$ cat src/rtl/xtor_pkg.sv
// Shared transactor definitions: request word type and default buffer sizing.
package xtor_pkg;

    localparam int XTOR_DATA_W         = 32;
    localparam int XTOR_REQ_FIFO_DEPTH = 4;

    typedef logic [XTOR_DATA_W-1:0] xtor_data_t;

endpackage : xtor_pkg

$ cat src/rtl/xtor_req_fifo_mem.sv
// Plain DEPTH x DATA_W register array with one write port and a combinational read port.
module xtor_req_fifo_mem
    import xtor_pkg::*;
#(
    parameter int DATA_W = XTOR_DATA_W,
    parameter int DEPTH  = XTOR_REQ_FIFO_DEPTH,
    parameter int AW     = $clog2(DEPTH)
) (
    input  logic              clock,
    input  logic              wr_en_i,
    input  logic [AW-1:0]     wr_addr_i,
    input  logic [DATA_W-1:0] wr_data_i,
    input  logic [AW-1:0]     rd_addr_i,
    output logic [DATA_W-1:0] rd_data_o
);

    logic [DATA_W-1:0] mem_q [DEPTH];

    // Contents are deliberately not reset; the count in the top masks stale entries.
    always_ff @(posedge clock) begin
        if (wr_en_i) begin
            mem_q[wr_addr_i] <= wr_data_i;
        end
    end

    assign rd_data_o = mem_q[rd_addr_i];

endmodule : xtor_req_fifo_mem

$ cat src/rtl/xtor_req_fifo.sv
// Request-side FWFT buffer in front of the transactor core.
// Optional statistics counters are enabled with `define XTOR_REQ_FIFO_STATS_EN.
module xtor_req_fifo
    import xtor_pkg::*;
#(
    parameter int DATA_W = XTOR_DATA_W,
    parameter int DEPTH  = XTOR_REQ_FIFO_DEPTH
) (
    input  logic                   clock,
    input  logic                   reset,
    input  logic                   in_valid,
    output logic                   in_ready,
    input  logic [DATA_W-1:0]      in_data,
    output logic                   out_valid,
    input  logic                   out_ready,
    output logic [DATA_W-1:0]      out_data,
    output logic [$clog2(DEPTH):0] level
`ifdef XTOR_REQ_FIFO_STATS_EN
    ,
    output logic [31:0]            push_count,
    output logic [31:0]            pop_count,
    output logic [31:0]            stall_cycles
`endif
);

    localparam int AW = $clog2(DEPTH);
    localparam int CW = AW + 1;
    localparam logic [CW-1:0] FULL_CNT = CW'(DEPTH);

    logic [AW-1:0]     wr_ptr_q, wr_ptr_d;
    logic [AW-1:0]     rd_ptr_q, rd_ptr_d;
    logic [CW-1:0]     count_q, count_d;
    logic              push, pop;
    logic [DATA_W-1:0] rd_data;

    // in_ready is gated by reset so the driver sees a refusal for the whole reset window.
    assign in_ready  = reset && (count_q != FULL_CNT);
    assign out_valid = (count_q != '0);
    assign push      = in_valid && in_ready;
    assign pop       = out_valid && out_ready;
    assign out_data  = out_valid ? rd_data : '0;
    assign level     = count_q;

    always_comb begin
        wr_ptr_d = wr_ptr_q;
        rd_ptr_d = rd_ptr_q;
        count_d  = count_q;
        if (push) begin
            wr_ptr_d = wr_ptr_q + 1'b1;
        end
        if (pop) begin
            rd_ptr_d = rd_ptr_q + 1'b1;
        end
        case ({push, pop})
            2'b10:   count_d = count_q + 1'b1;
            2'b01:   count_d = count_q - 1'b1;
            default: count_d = count_q;
        endcase
    end

    always_ff @(posedge clock or negedge reset) begin
        if (!reset) begin
            wr_ptr_q <= '0;
            rd_ptr_q <= '0;
            count_q  <= '0;
        end else begin
            wr_ptr_q <= wr_ptr_d;
            rd_ptr_q <= rd_ptr_d;
            count_q  <= count_d;
        end
    end

    xtor_req_fifo_mem #(
        .DATA_W (DATA_W),
        .DEPTH  (DEPTH),
        .AW     (AW)
    ) u_mem (
        .clock     (clock),
        .wr_en_i   (push),
        .wr_addr_i (wr_ptr_q),
        .wr_data_i (in_data),
        .rd_addr_i (rd_ptr_q),
        .rd_data_o (rd_data)
    );

`ifdef XTOR_REQ_FIFO_STATS_EN
    logic [31:0] push_count_q, pop_count_q, stall_cycles_q;

    always_ff @(posedge clock or negedge reset) begin
        if (!reset) begin
            push_count_q   <= '0;
            pop_count_q    <= '0;
            stall_cycles_q <= '0;
        end else begin
            if (push) begin
                push_count_q <= push_count_q + 32'd1;
            end
            if (pop) begin
                pop_count_q <= pop_count_q + 32'd1;
            end
            if (out_valid && !out_ready) begin
                stall_cycles_q <= stall_cycles_q + 32'd1;
            end
        end
    end

    assign push_count   = push_count_q;
    assign pop_count    = pop_count_q;
    assign stall_cycles = stall_cycles_q;
`endif

endmodule : xtor_req_fifo

$ cat config.mk
export PLATFORM = sky130hd
export DESIGN_NAME = xtor_req_fifo
export DESIGN_NICKNAME = d
export VERILOG_FILES = /design/src/rtl/xtor_pkg.sv /design/src/rtl/xtor_req_fifo_mem.sv /design/src/rtl/xtor_req_fifo.sv
export SDC_FILE = /design/constraint.sdc
export NUM_CORES = 1
export LEC_CHECK = 0
export ABC_CLOCK_PERIOD_IN_PS = 3000
export CAP_MARGIN = 40
export CORE_AREA = 2 2 136 105
export DETAILED_ROUTE_END_ITERATION = 8
export DIE_AREA = 0 0 138 107
export GPL_TIMING_DRIVEN = 0
export PLACE_DENSITY = 0.67
export REMOVE_ABC_BUFFERS = 1
export SETUP_SLACK_MARGIN = 0.15
export SYNTH_ARGS = -nofsm -noshare
export SYNTH_HDL_FRONTEND = slang
export SYNTH_SLANG_ARGS = --single-unit
$ cat constraint.sdc
create_clock -name clock -period 3 [get_ports clock]
set_clock_uncertainty 0.2 [all_clocks]
set_input_delay 0.6 -clock clock [delete_from_list [all_inputs] [get_ports clock]]
set_output_delay 0.6 -clock clock [all_outputs]
set_load 0.01 [all_outputs]
# [Word level (Yosys, flattened, before mapping)]
# Memory sizes are Yosys's and may differ from the RTL's.
# Cells that the tools add are included.
[op_classes] n_reduce_logical=5 n_eq_ne=3 addsub=4 mux=4
[op_table] op="$mux W32" count=1
[op_table] op="$pmux W3 S2" count=1
[op_table] op="$add A2 B1 Y2 const B" count=2
[op_table] op="$add A3 B1 Y3 const B" count=1
[op_table] op="$logic_and A1 B1 Y1" count=3
[op_table] op="$ne A3 B3 Y1 const B" count=1
[op_table] op="$reduce_bool A3 Y1" count=1
[op_table] op="$sub A3 B1 Y3 const B" count=1
[op_table] op="$eq A2 B1 Y1 const B" count=1
[op_table] op="$eq A2 B2 Y1 const B" count=1
[op_table] op="$mux W1" count=2
[op_table] op="$reduce_bool A2 Y1" count=1
[totals] mem_count=1 ff_bits=7 word_cells=20 ramBits=128
[mem_list] memory="u_mem.mem_q" depth=4 width=32 rd=1 rd_ports_with_merged_regs=0 write_ports=1 line_no="xtor_req_fifo_mem.sv:17" text="logic [DATA_W-1:0] mem_q [DEPTH];"

# [Depth between registers and ports, before layout]
[depth] ltp_word=5 mapped_depth=9 depth_no_buf=9

# [By module]
# Synthesis repeated with hierarchy kept, for this count alone.
[hier_totals] hier_cells=237 area_unflattened_um2=5281.3
[by_module_without_submodules] mod="xtor_req_fifo_mem" n_inst=1 cells_per_inst=171 seq_area_each_um2=3843.7 area_each_um2=4689.5
[by_module_without_submodules] mod="xtor_req_fifo" n_inst=1 cells_per_inst=66 seq_area_each_um2=175.2 area_each_um2=591.8

# [Worst setup path before layout]
# No wires, ideal clock.
[synth_path] kind="in2reg" startpoint="in in_valid" endpoint="mem u_mem.mem_q[0][0] (netlist name) (enable)" arrival_ns=1.814 path_buffers=0 path_stages=3 t_required_ns=2.408 setup_time_ns=0.392 path_slack_ns=0.594 path_cell_list="nand2_1 a21oi_1 and2_1"
[synth_between] elab_chain_cells=3
[synth_rtl] element="start: declaration" line_no="xtor_req_fifo.sv:11" text="input logic in_valid,"
[synth_rtl] element="$logic_and A1 B1 Y1" line_no="xtor_req_fifo.sv:39" text="assign push = in_valid && in_ready;"
[synth_rtl] element="$mux W1" line_no="xtor_req_fifo_mem.sv:21" text="if (wr_en_i) begin"
[synth_rtl] element="$mux W1 (not written as such)" line_no="xtor_req_fifo_mem.sv:22" text="mem_q[wr_addr_i] <= wr_data_i;"
[synth_rtl] element="end: declaration" line_no="xtor_req_fifo_mem.sv:17"
# Every way passes these cells.

# [Worst setup path after layout]
[layout_path] startpoint="reg rd_ptr_q[0]" endpoint="out out_data[3]"
[layout_between] elab_chain_cells=2
[layout_rtl] element="start: declaration" line_no="xtor_req_fifo.sv:31" text="logic [AW-1:0] rd_ptr_q, rd_ptr_d;"
[layout_rtl] element="start signal: assignment" line_no="xtor_req_fifo.sv:68" text="rd_ptr_q <= rd_ptr_d;"
[layout_rtl] element="$mem_v2 Z4 W32"
[layout_rtl] element="$mux W32" line_no="xtor_req_fifo.sv:41" text="assign out_data = out_valid ? rd_data : '0;"
[layout_rtl] element="end: declaration" line_no="xtor_req_fifo.sv:16" text="output logic [DATA_W-1:0] out_data,"
# Every way passes these cells.

==> impl_metrics.env <==
export IMPL_io_buffers=72
export IMPL_synth_cells=243
export IMPL_wl_per_cell_um=18.3
export IMPL_worst_setup_path_start_kind="register"
export IMPL_cp_end_kind="output pin"
export IMPL_yosysSeqAreaShare=0.758
export IMPL_track_usage=0.135
export IMPL_ys_flop_type="edfxtp_1"
export IMPL_synth_warnings=0
export IMPL_core_rowCount=37
export IMPL_routed_via_density=4.88
export IMPL_hp_class="primary input to async pin"
export IMPL_core_area_um2=13400
export IMPL_slew_headroom=0.673
export IMPL_critical_path_peak_fanout=9
export IMPL_fmax_mhz=352
export IMPL_synth_xor_area_frac=0.00991
export IMPL_outcome="finished, final reports clean"
export IMPL_start_util=0.395
export IMPL_tritoncts="built"
export IMPL_antennaDiodeCount=0
export IMPL_rr_worst_depth=9
export IMPL_vias=2587
export IMPL_grt_max_degree=27
export IMPL_seq_power_share=0.352
export IMPL_ios=73
export IMPL_synth_most_common_cell="edfxtp_1"
export IMPL_cts_buffer_depth=2
export IMPL_synth_common_cells="128 x edfxtp_1, 37 x and2_1, 28 x mux4_2"
export IMPL_grtUsageMet1=0.171
export IMPL_drc=0
export IMPL_synth_top_family_by_area="multiplexers"
export IMPL_leakagePower_nw=2.47
export IMPL_gr_total_overflow=0
export IMPL_combPwrFrac=0.358
export IMPL_first_iter_violations=142
export IMPL_synthMuxAreaShare=0.143
export IMPL_firstDrtPassIters=5
export IMPL_avgSynthCellArea_um2=21.8
export IMPL_netlist_area_leader_share=0.725
export IMPL_use_met3=0.0411
export IMPL_worstSetupEndpoint="out_data[3]"
export IMPL_worstSetupPathType="register to output pin"
export IMPL_hold_viol=0
export IMPL_grtUsageMet2=0.217
export IMPL_grt_busiest_layer="met2"
export IMPL_r2r_end="level[2]"
export IMPL_synth_compound_area_frac=0.00236
export IMPL_clock_sinks=135
export IMPL_dp_hpwl_um=5810
export IMPL_grt_pass1_vias=2637
export IMPL_switching_share=0.269
export IMPL_required_ns=2.20
export IMPL_die_h_um=107
export IMPL_cp_arrival_ns=2.04
export IMPL_drive_gt1_frac=0.341
export IMPL_synth_area_leader_cell="edfxtp_1"
export IMPL_power_per_cell_area_nw_per_um2=992
export IMPL_worst_slew_pin_slew_ns=0.490
export IMPL_cts_buffers=17
export IMPL_cp_startpoint="rd_ptr_q[0]"
export IMPL_synth_seq_cells=135
export IMPL_finalSetupViolations=0
export IMPL_r2r_setup_slack_ns=0.61
export IMPL_antenna_left=0
export IMPL_gp_congestion=0.683
export IMPL_synth_simple_area_share=0.0479
export IMPL_period_needed_ns=2.84
export IMPL_worst_slack_ns=0.156
export IMPL_clockRootBuffer="clkbuf_16"
export IMPL_synth_edff_count=128
export IMPL_timing_final_crit_share=0.948
export IMPL_syn_area_um2=5310
export IMPL_hold_slack_ns=0.00487
export IMPL_dieArea_um2=14800
export IMPL_maxSlewViolCount=0
export IMPL_fillers=1060
export IMPL_syn2layout_area_growth_pct=33.3
export IMPL_antenna_found_initial=0
export IMPL_synth_area_leaders="edfxtp_1 72%, mux4_2 12%, and2_1 4.4%"
export IMPL_clk_pin_slew_ns=0.06
export IMPL_die_x_um=138
export IMPL_synthAdderAreaFrac=0.0156
export IMPL_postLayoutCoreUtil=0.527
export IMPL_clock_latency_ns=0.41
export IMPL_vdd_drop_max_mv=0.568
export IMPL_rsz0062_at_grt="true"
export IMPL_htreeDepth=4
export IMPL_power_net_switching_w=0.00189
export IMPL_routed_wl_um=9700
export IMPL_ys_types=22
export IMPL_drv_cap=0
export IMPL_regToRegStartpoint="level[0]"
export IMPL_nets=384
export IMPL_power_internal_w=0.00513
export IMPL_grt_pass1_wl_um=14500
export IMPL_synthArstFlopShare=0.0519
export IMPL_preCtsSetupSlack_ns=-0.133
export IMPL_p_clk_frac=0.290
## cells by family (layout without fill, tap and decap cells)
logic type | after synthesis | in the layout
simple gates | 42 | 42
buf+inv | 18 | 130
fa+ha+maj | 6 | 6
xor+xnor | 6 | 6
flops | 135 | 135
compound gates | 2 | 2
mux | 34 | 34
## layer usage
| layer | up-vias | wire (µm) |
|---|---|---|
| met5 | - | 0 |
| met4 | 0 | 104 |
| met3 | 8 | 404 |
| met2 | 66 | 4860 |
| met1 | 1348 | 4330 |
| li1 | 1165 | - |
## state kept, by name (all words and copies together), names as in the netlist
register,cells
u_mem.mem_q,128
level,3
rd_ptr_q,2
wr_ptr_q,2
## what timing repair did
action                     CTS  global route
cloned                       2             1
buffers inserted             8             2
hold buffers                 0             0
gates resized for setup    102            19
pin swaps                    1             7
setup endpoints to repair   34            25
## area by class of cell
cell class	count	area, µm²	share of cell area
inverters	6	22.5	0.00319
well taps	175	219	0.0310
multi-input cells	90	1200	0.170
flip-flops and latches	135	4030	0.569
clock inverters	14	159	0.0225
clock buffers	18	429	0.0607
repair buffers	92	1010	0.144
## metrics by stage
| stage | std cells | setup TNS (ns) | area (µm²) | total power (W) |
|---|---|---|---|---|
| after global routing | 530 | 0 | 7070 | 0.00733 |
| final | 530 | 0 | 7070 | 0.00702 |
| after global placement | 478 | -144.13 | 6140 | 0.00467 |
| after CTS | 527 | 0 | 7010 | 0.00697 |
| after detailed placement | 485 | -5.91 | 6310 | 0.00481 |
| after floorplan | 231 | -0.234 | 5200 | 0.00364 |
## layout by cell type (no fill, tap or decap), types with 2 or more instances in the layout
cell type | Yosys | layout
clkinv_2 | 0 | 3
and2_2 | 0 | 4
mux4_2 | 28 | 29
nor2_1 | 2 | 2
buf_4 | 0 | 5
bufinv_16 | 0 | 3
dfrtp_1 | 7 | 5
edfxtp_1 | 128 | 128
dlygate4sd2_1 | 0 | 11
clkinvlp_4 | 0 | 5
mux4_1 | 4 | 3
and2_1 | 37 | 19
xor2_1 | 3 | 3
buf_12 | 3 | 7
clkbuf_16 | 0 | 18
clkdlybuf4s50_1 | 0 | 39
clkinv_1 | 0 | 2
buf_2 | 3 | 9
dfrtp_4 | 0 | 2
buf_16 | 0 | 5
ha_1 | 5 | 5
xnor2_1 | 3 | 3
clkbuf_2 | 0 | 4
buf_6 | 1 | 9
and2_4 | 0 | 14
inv_1 | 6 | 6
## power by group through the flow
stage,clock network [W],registers [W],logic (W)
finish,0.00203,0.00247,0.00251
global route,0.00214,0.00249,0.00270
CTS,0.00208,0.00247,0.00242
detailed placement,0,0.00254,0.00226
global placement,0,0.00267,0.00200
floorplan,0,0.00257,0.00107
## worst max-delay path, cell delays in order (launching register included)
cell	delay (ns)
dfrtp_4	0.48
buf_12	0.16
buf_6	0.11
mux4_2	0.49
and2_4	0.18
clkdlybuf4s15_2	0.21
## worst min-delay path by stage
stage,from,to,cells past startpoint
4_1_cts,reset,level[0],1
3_3_place_gp,level[2],level[2],1
2_1_floorplan,reset,level[0],0
6_report,reset,level[0],1
5_1_grt,reset,level[0],1
3_5_place_dp,level[2],level[2],1
No activity file was read; power rests on OpenSTA's default activity.
